<file path="config.mk">
export PLATFORM = sky130hd
export DESIGN_NAME = gpio_seq_ctrl
export DESIGN_NICKNAME = d
export VERILOG_FILES = /design/src/rtl/gpio_seq_ctrl.sv
export SDC_FILE = /design/constraint.sdc
export NUM_CORES = 1
export LEC_CHECK = 0
export ABC_AREA = 0
export BUFFER_PORTS_ARGS = -buffer_cell sky130_fd_sc_hd__buf_4
export CAP_MARGIN = 10
export CORE_ASPECT_RATIO = 0.5
export CORE_MARGIN = 3
export CORE_UTILIZATION = 30
export CTS_BUF_LIST = sky130_fd_sc_hd__clkbuf_2 sky130_fd_sc_hd__clkbuf_4 sky130_fd_sc_hd__clkbuf_8
export DETAILED_ROUTE_END_ITERATION = 16
export SLEW_MARGIN = 20
export SYNTH_ARGS = -nofsm -noshare
export SYNTH_HDL_FRONTEND = slang
export SYNTH_SLANG_ARGS = --single-unit
</file>
<file path="constraint.sdc">
create_clock -name clk_i -period 14 [get_ports clk_i]
set_input_delay 2.8 -clock clk_i [delete_from_list [all_inputs] [get_ports clk_i]]
set_output_delay 2.8 -clock clk_i [all_outputs]
set_load 0.02 [all_outputs]
</file>
<file path="src/rtl/gpio_seq_ctrl.sv">
// GPIO sequencer: queued {data, mask, delay} commands are applied to a registered
// GPIO output one at a time, each followed by a programmable hold.
module gpio_seq_ctrl #(
    parameter int unsigned Width      = 32,
    parameter int unsigned Depth      = 8,
    parameter int unsigned DelayWidth = 16
) (
    input  logic                         clk_i,
    input  logic                         rst_i,
    input  logic                         cmd_valid_i,
    output logic                         cmd_ready_o,
    input  logic [Width-1:0]             cmd_data_i,
    input  logic [Width-1:0]             cmd_mask_i,
    input  logic [DelayWidth-1:0]        cmd_delay_i,
    input  logic                         start_i,
    input  logic                         stop_i,
    output logic [Width-1:0]             gpio_o,
    output logic                         busy_o,
    output logic                         done_o,
    output logic [$clog2(Depth):0]       level_o
);

    localparam int unsigned AW = $clog2(Depth);
    localparam int unsigned LW = AW + 1;

    typedef enum logic [1:0] {
        ST_IDLE  = 2'd0,
        ST_APPLY = 2'd1,
        ST_WAIT  = 2'd2
    } state_e;

    state_e                 state_q, state_d;
    logic [Width-1:0]       gpio_q, gpio_d;
    logic [DelayWidth-1:0]  cnt_q, cnt_d;
    logic                   done_q, done_d;
    logic [AW-1:0]          wr_ptr_q, rd_ptr_q;
    logic [LW-1:0]          level_q;

    logic [Width-1:0]       data_mem  [Depth];
    logic [Width-1:0]       mask_mem  [Depth];
    logic [DelayWidth-1:0]  delay_mem [Depth];

    logic                   push_c;
    logic                   pop_c;
    logic [Width-1:0]       head_data_c;
    logic [Width-1:0]       head_mask_c;
    logic [DelayWidth-1:0]  head_delay_c;

    assign cmd_ready_o  = (level_q != LW'(Depth));
    assign push_c       = cmd_valid_i && cmd_ready_o;
    assign head_data_c  = data_mem[rd_ptr_q];
    assign head_mask_c  = mask_mem[rd_ptr_q];
    assign head_delay_c = delay_mem[rd_ptr_q];

    // FIFO storage; pointers wrap naturally because Depth is a power of two
    always_ff @(posedge clk_i) begin
        if (push_c) begin
            data_mem[wr_ptr_q]  <= cmd_data_i;
            mask_mem[wr_ptr_q]  <= cmd_mask_i;
            delay_mem[wr_ptr_q] <= cmd_delay_i;
        end
    end

    always_ff @(posedge clk_i) begin
        if (rst_i) begin
            wr_ptr_q <= '0;
            rd_ptr_q <= '0;
            level_q  <= '0;
        end else begin
            if (push_c) wr_ptr_q <= wr_ptr_q + AW'(1);
            if (pop_c)  rd_ptr_q <= rd_ptr_q + AW'(1);
            level_q <= level_q + LW'(push_c) - LW'(pop_c);
        end
    end

    // Sequencer state register
    always_ff @(posedge clk_i) begin
        if (rst_i) begin
            state_q <= ST_IDLE;
            gpio_q  <= '0;
            cnt_q   <= '0;
            done_q  <= 1'b0;
        end else begin
            state_q <= state_d;
            gpio_q  <= gpio_d;
            cnt_q   <= cnt_d;
            done_q  <= done_d;
        end
    end

    // Next-state logic; exit decisions count a push landing in the same cycle
    always_comb begin
        state_d = state_q;
        gpio_d  = gpio_q;
        cnt_d   = cnt_q;
        done_d  = 1'b0;
        pop_c   = 1'b0;
        unique case (state_q)
            ST_IDLE: begin
                if (start_i && !stop_i && (level_q != '0)) begin
                    state_d = ST_APPLY;
                end
            end
            ST_APPLY: begin
                pop_c  = 1'b1;
                gpio_d = (head_mask_c & head_data_c) | (~head_mask_c & gpio_q);
                cnt_d  = head_delay_c;
                if (stop_i) begin
                    state_d = ST_IDLE;
                end else if (head_delay_c != '0) begin
                    state_d = ST_WAIT;
                end else if ((level_q != LW'(1)) || push_c) begin
                    state_d = ST_APPLY;
                end else begin
                    state_d = ST_IDLE;
                    done_d  = 1'b1;
                end
            end
            ST_WAIT: begin
                cnt_d = cnt_q - DelayWidth'(1);
                if (stop_i) begin
                    state_d = ST_IDLE;
                end else if (cnt_q <= DelayWidth'(1)) begin
                    if ((level_q != '0) || push_c) begin
                        state_d = ST_APPLY;
                    end else begin
                        state_d = ST_IDLE;
                        done_d  = 1'b1;
                    end
                end
            end
            default: begin
                state_d = ST_IDLE;
            end
        endcase
    end

    assign gpio_o  = gpio_q;
    assign done_o  = done_q;
    assign busy_o  = (state_q != ST_IDLE);
    assign level_o = level_q;

endmodule

</file>
==> flow_metrics.tcl <==
set metrics [dict create \
    vdd_drop_max_mv 0.0976 \
    skew_ps 22.7 \
    cts.reportedPaths.clkPinSlew_ps 60 \
    synth_fp_nets 1382 \
    place_congestion 0.700 \
    pin_count 124 \
    drt-total-wl_um 56400 \
    min_period_ps 4600 \
    cts_hold_buf 0 \
    synth-seq-area-share_pct 76.1 \
    dr.pass1.iters 5 \
    die_h_um 218 \
    max_freq_ghz 0.217 \
    synth_edf_count 640 \
    critPathCapture "mask_mem[5][25]$_DFFE_PP_" \
    synth_common_cells "edfxtp_1, mux4_2, dfxtp_1, a21oi_1, mux2_2" \
    synthFlopType "edfxtp_1" \
    die_width_um 430 \
    final_layout_size_suffix_gt1_share_pct 34.4 \
    drv_cap 0 \
    hpwl_um 30400 \
    postCtsSetupBuffers 0 \
    grt_overflow 0 \
    rsz0062_at_grt "no" \
    path_class "in2reg" \
    p_per_area_nw_per_um2 166 \
    worstHoldPathType "reg2reg" \
    insertion_delay_ps 690 \
    startpoint "cmd_valid_i" \
    wl_per_cell_um 20.5 \
    grt_pass1_vias 13700 \
    initial_core_util_pct 30.4 \
    async_reset_ff_share_pct 0 \
    yosysMostFrequentCell "edfxtp_1" \
    grt_max_degree 125 \
    critPathRequiredTime_ps 14300 \
    outcome "complete, no violations" \
    rows 77 \
    p_total_uw 5240 \
    finalSetupViolCount 0 \
    area_growth_pct 16.9 \
    period_share_pct 32.9 \
    p_leak_uw 0.00977 \
    reg2reg_depth 7 \
    num_vias 12900 \
    antenna_found_initial 5 \
    drc 0 \
    track_usage_pct 12.0 \
    htreeDepth 3 \
    clock-sinks 704 \
    path_max_fanout 56 \
    r2r_end "state_q[0]$_SDFFE_PP0P_" \
    yosysTopAreaCell "edfxtp_1" \
    crit_arrival_ps 4900 \
    cp-end-kind "flop" \
    yosys_warnings 0 \
    fp.dieArea_um2 93700 \
    rrSetupSlack_ps 10380 \
    clockBufferDepth 3 \
    drt-initial-drc-count 986 \
    slew_headroom_pct 26.0 \
    tightest_slew_ps 1110 \
    synth_cells 1282 \
    start_kind "input pin" \
    hold_viol 0 \
    drv_slew 0 \
    grt_pass1_wl_um 86200 \
    cts_root_buffer "clkbuf_8" \
    synthTopCellsByArea "edfxtp_1, mux4_2, dfxtp_1, mux2_2, mux2i_1" \
    synth.distinct_cells 48 \
    port_buffers 123 \
    ant_nets 0 \
    synth.cell_area_um2 26900 \
    netlist.area_leader.share_pct 71.3 \
    fin_setup_tns_ps 0 \
    fin_nets 1567 \
    core_area_um2 88600 \
    cts_tree "yes" \
    avgSynthCellArea_um2 21.0 \
    cts_resized 0 \
    cts_buffers 108 \
    nFillCells 8149 \
    ys_ff_latch 704 \
    viasPerCell 4.68 \
]
[critical path: stages]
cell and delay (ps):
buf_4 110, nand3_1 300, nor2_4 780, buf_4 860
[cell families after synthesis]
kind of cell | synth area share, %
buffers and inverters | 1.34
AO/OA/AOI/OAI | 3.02
flip-flops | 76.1
XOR/XNOR | 0.195
AND/OR/NAND/NOR | 1.97
adder cells (fa/ha/maj) | 0.725
multiplexers | 16.7
[report_power, final]
group / switching [µW] / internal [µW] / leakage (µW)
clock network: 778 / 916 / 0.00116
registers: 104 / 2470 / 0.00633
logic: 528 / 449 / 0.00227
total: 1410 / 3830 / 0.00977
[per-stage QoR]
step                hold slack, ps  util, %  area [µm²]  worst slack [ps]  std cells
floorplan                      456        -       26900              2760       1282
global placement               468     33.0       29300              8500       2541
detailed placement             478     33.0       29300              8510       2541
CTS                            486     35.5       31500              9240       2745
global route                   511     35.5       31500              9290       2750
finish                         490     35.5       31500              9400       2750
[registers in the layout (all words and copies together) (netlist names), named ones only]
register,flops
data_mem,256
mask_mem,256
delay_mem,128
cnt_q,16
level_o,4
rd_ptr_q,3
wr_ptr_q,3
state_q,2
done_o,1
[layout make-up]
class,count,area [µm²],area share [%]
Multi-Input combinational cell,495,6140,19.5
Clock buffer,152,1860,5.91
Tap cell,1185,1480,4.71
Clock inverter,52,314,0.998
Timing Repair Buffer,142,1100,3.51
Sequential cell,704,20500,65.1
Inverter,16,60.1,0.191
Antenna cell,4,10.0,0.0318
[routing by layer]
metal	share of wire, %	track usage, %
met5	0.030	0
met3	3.9	2.26
met4	2.9	4.38
met1	43	15.8
met2	50	20.1
[layout by cell type, fill, tap and decap left out, types with 4 or more instances in the layout]
cell      Yosys  final
nand2_1      26     26
dfxtp_1      64     61
clkinv_1      1     32
nor4_1       10      9
o22ai_1       4      4
nand3_1       9      9
nand2b_1      8      8
mux2i_1      41     41
o32ai_1       4      4
a211oi_1      7      7
o21ai_0      15     15
ha_1         14     13
xor2_1        4      4
edfxtp_1    640    640
nand4_1       4      4
clkbuf_8      0    115
nor3_2        1      5
clkbuf_4      0     37
inv_1        15     15
a21oi_1      48     48
mux4_2      158    158
mux2_2       46     46
a311oi_1     32     32
nor2_1       29     26
diode_2       0      4
buf_4         2    139
clkinv_2      0     14
[how the worst min path moves through the flow]
stage	startpoint	to	slack [ps]	cells after the start
2_1_floorplan	cnt_q[10]$_SDFFE_PP0P_	cnt_q[10]$_SDFFE_PP0P_	460	2
3_3_place_gp	cnt_q[10]$_SDFFE_PP0P_	cnt_q[10]$_SDFFE_PP0P_	470	2
3_5_place_dp	cnt_q[10]$_SDFFE_PP0P_	cnt_q[10]$_SDFFE_PP0P_	480	2
4_1_cts	cnt_q[10]$_SDFFE_PP0P_	cnt_q[10]$_SDFFE_PP0P_	490	2
5_1_grt	cnt_q[4]$_SDFFE_PP0P_	cnt_q[4]$_SDFFE_PP0P_	510	2
6_report	cnt_q[4]$_SDFFE_PP0P_	cnt_q[4]$_SDFFE_PP0P_	490	2
Power figures use the tool's default switching activity.
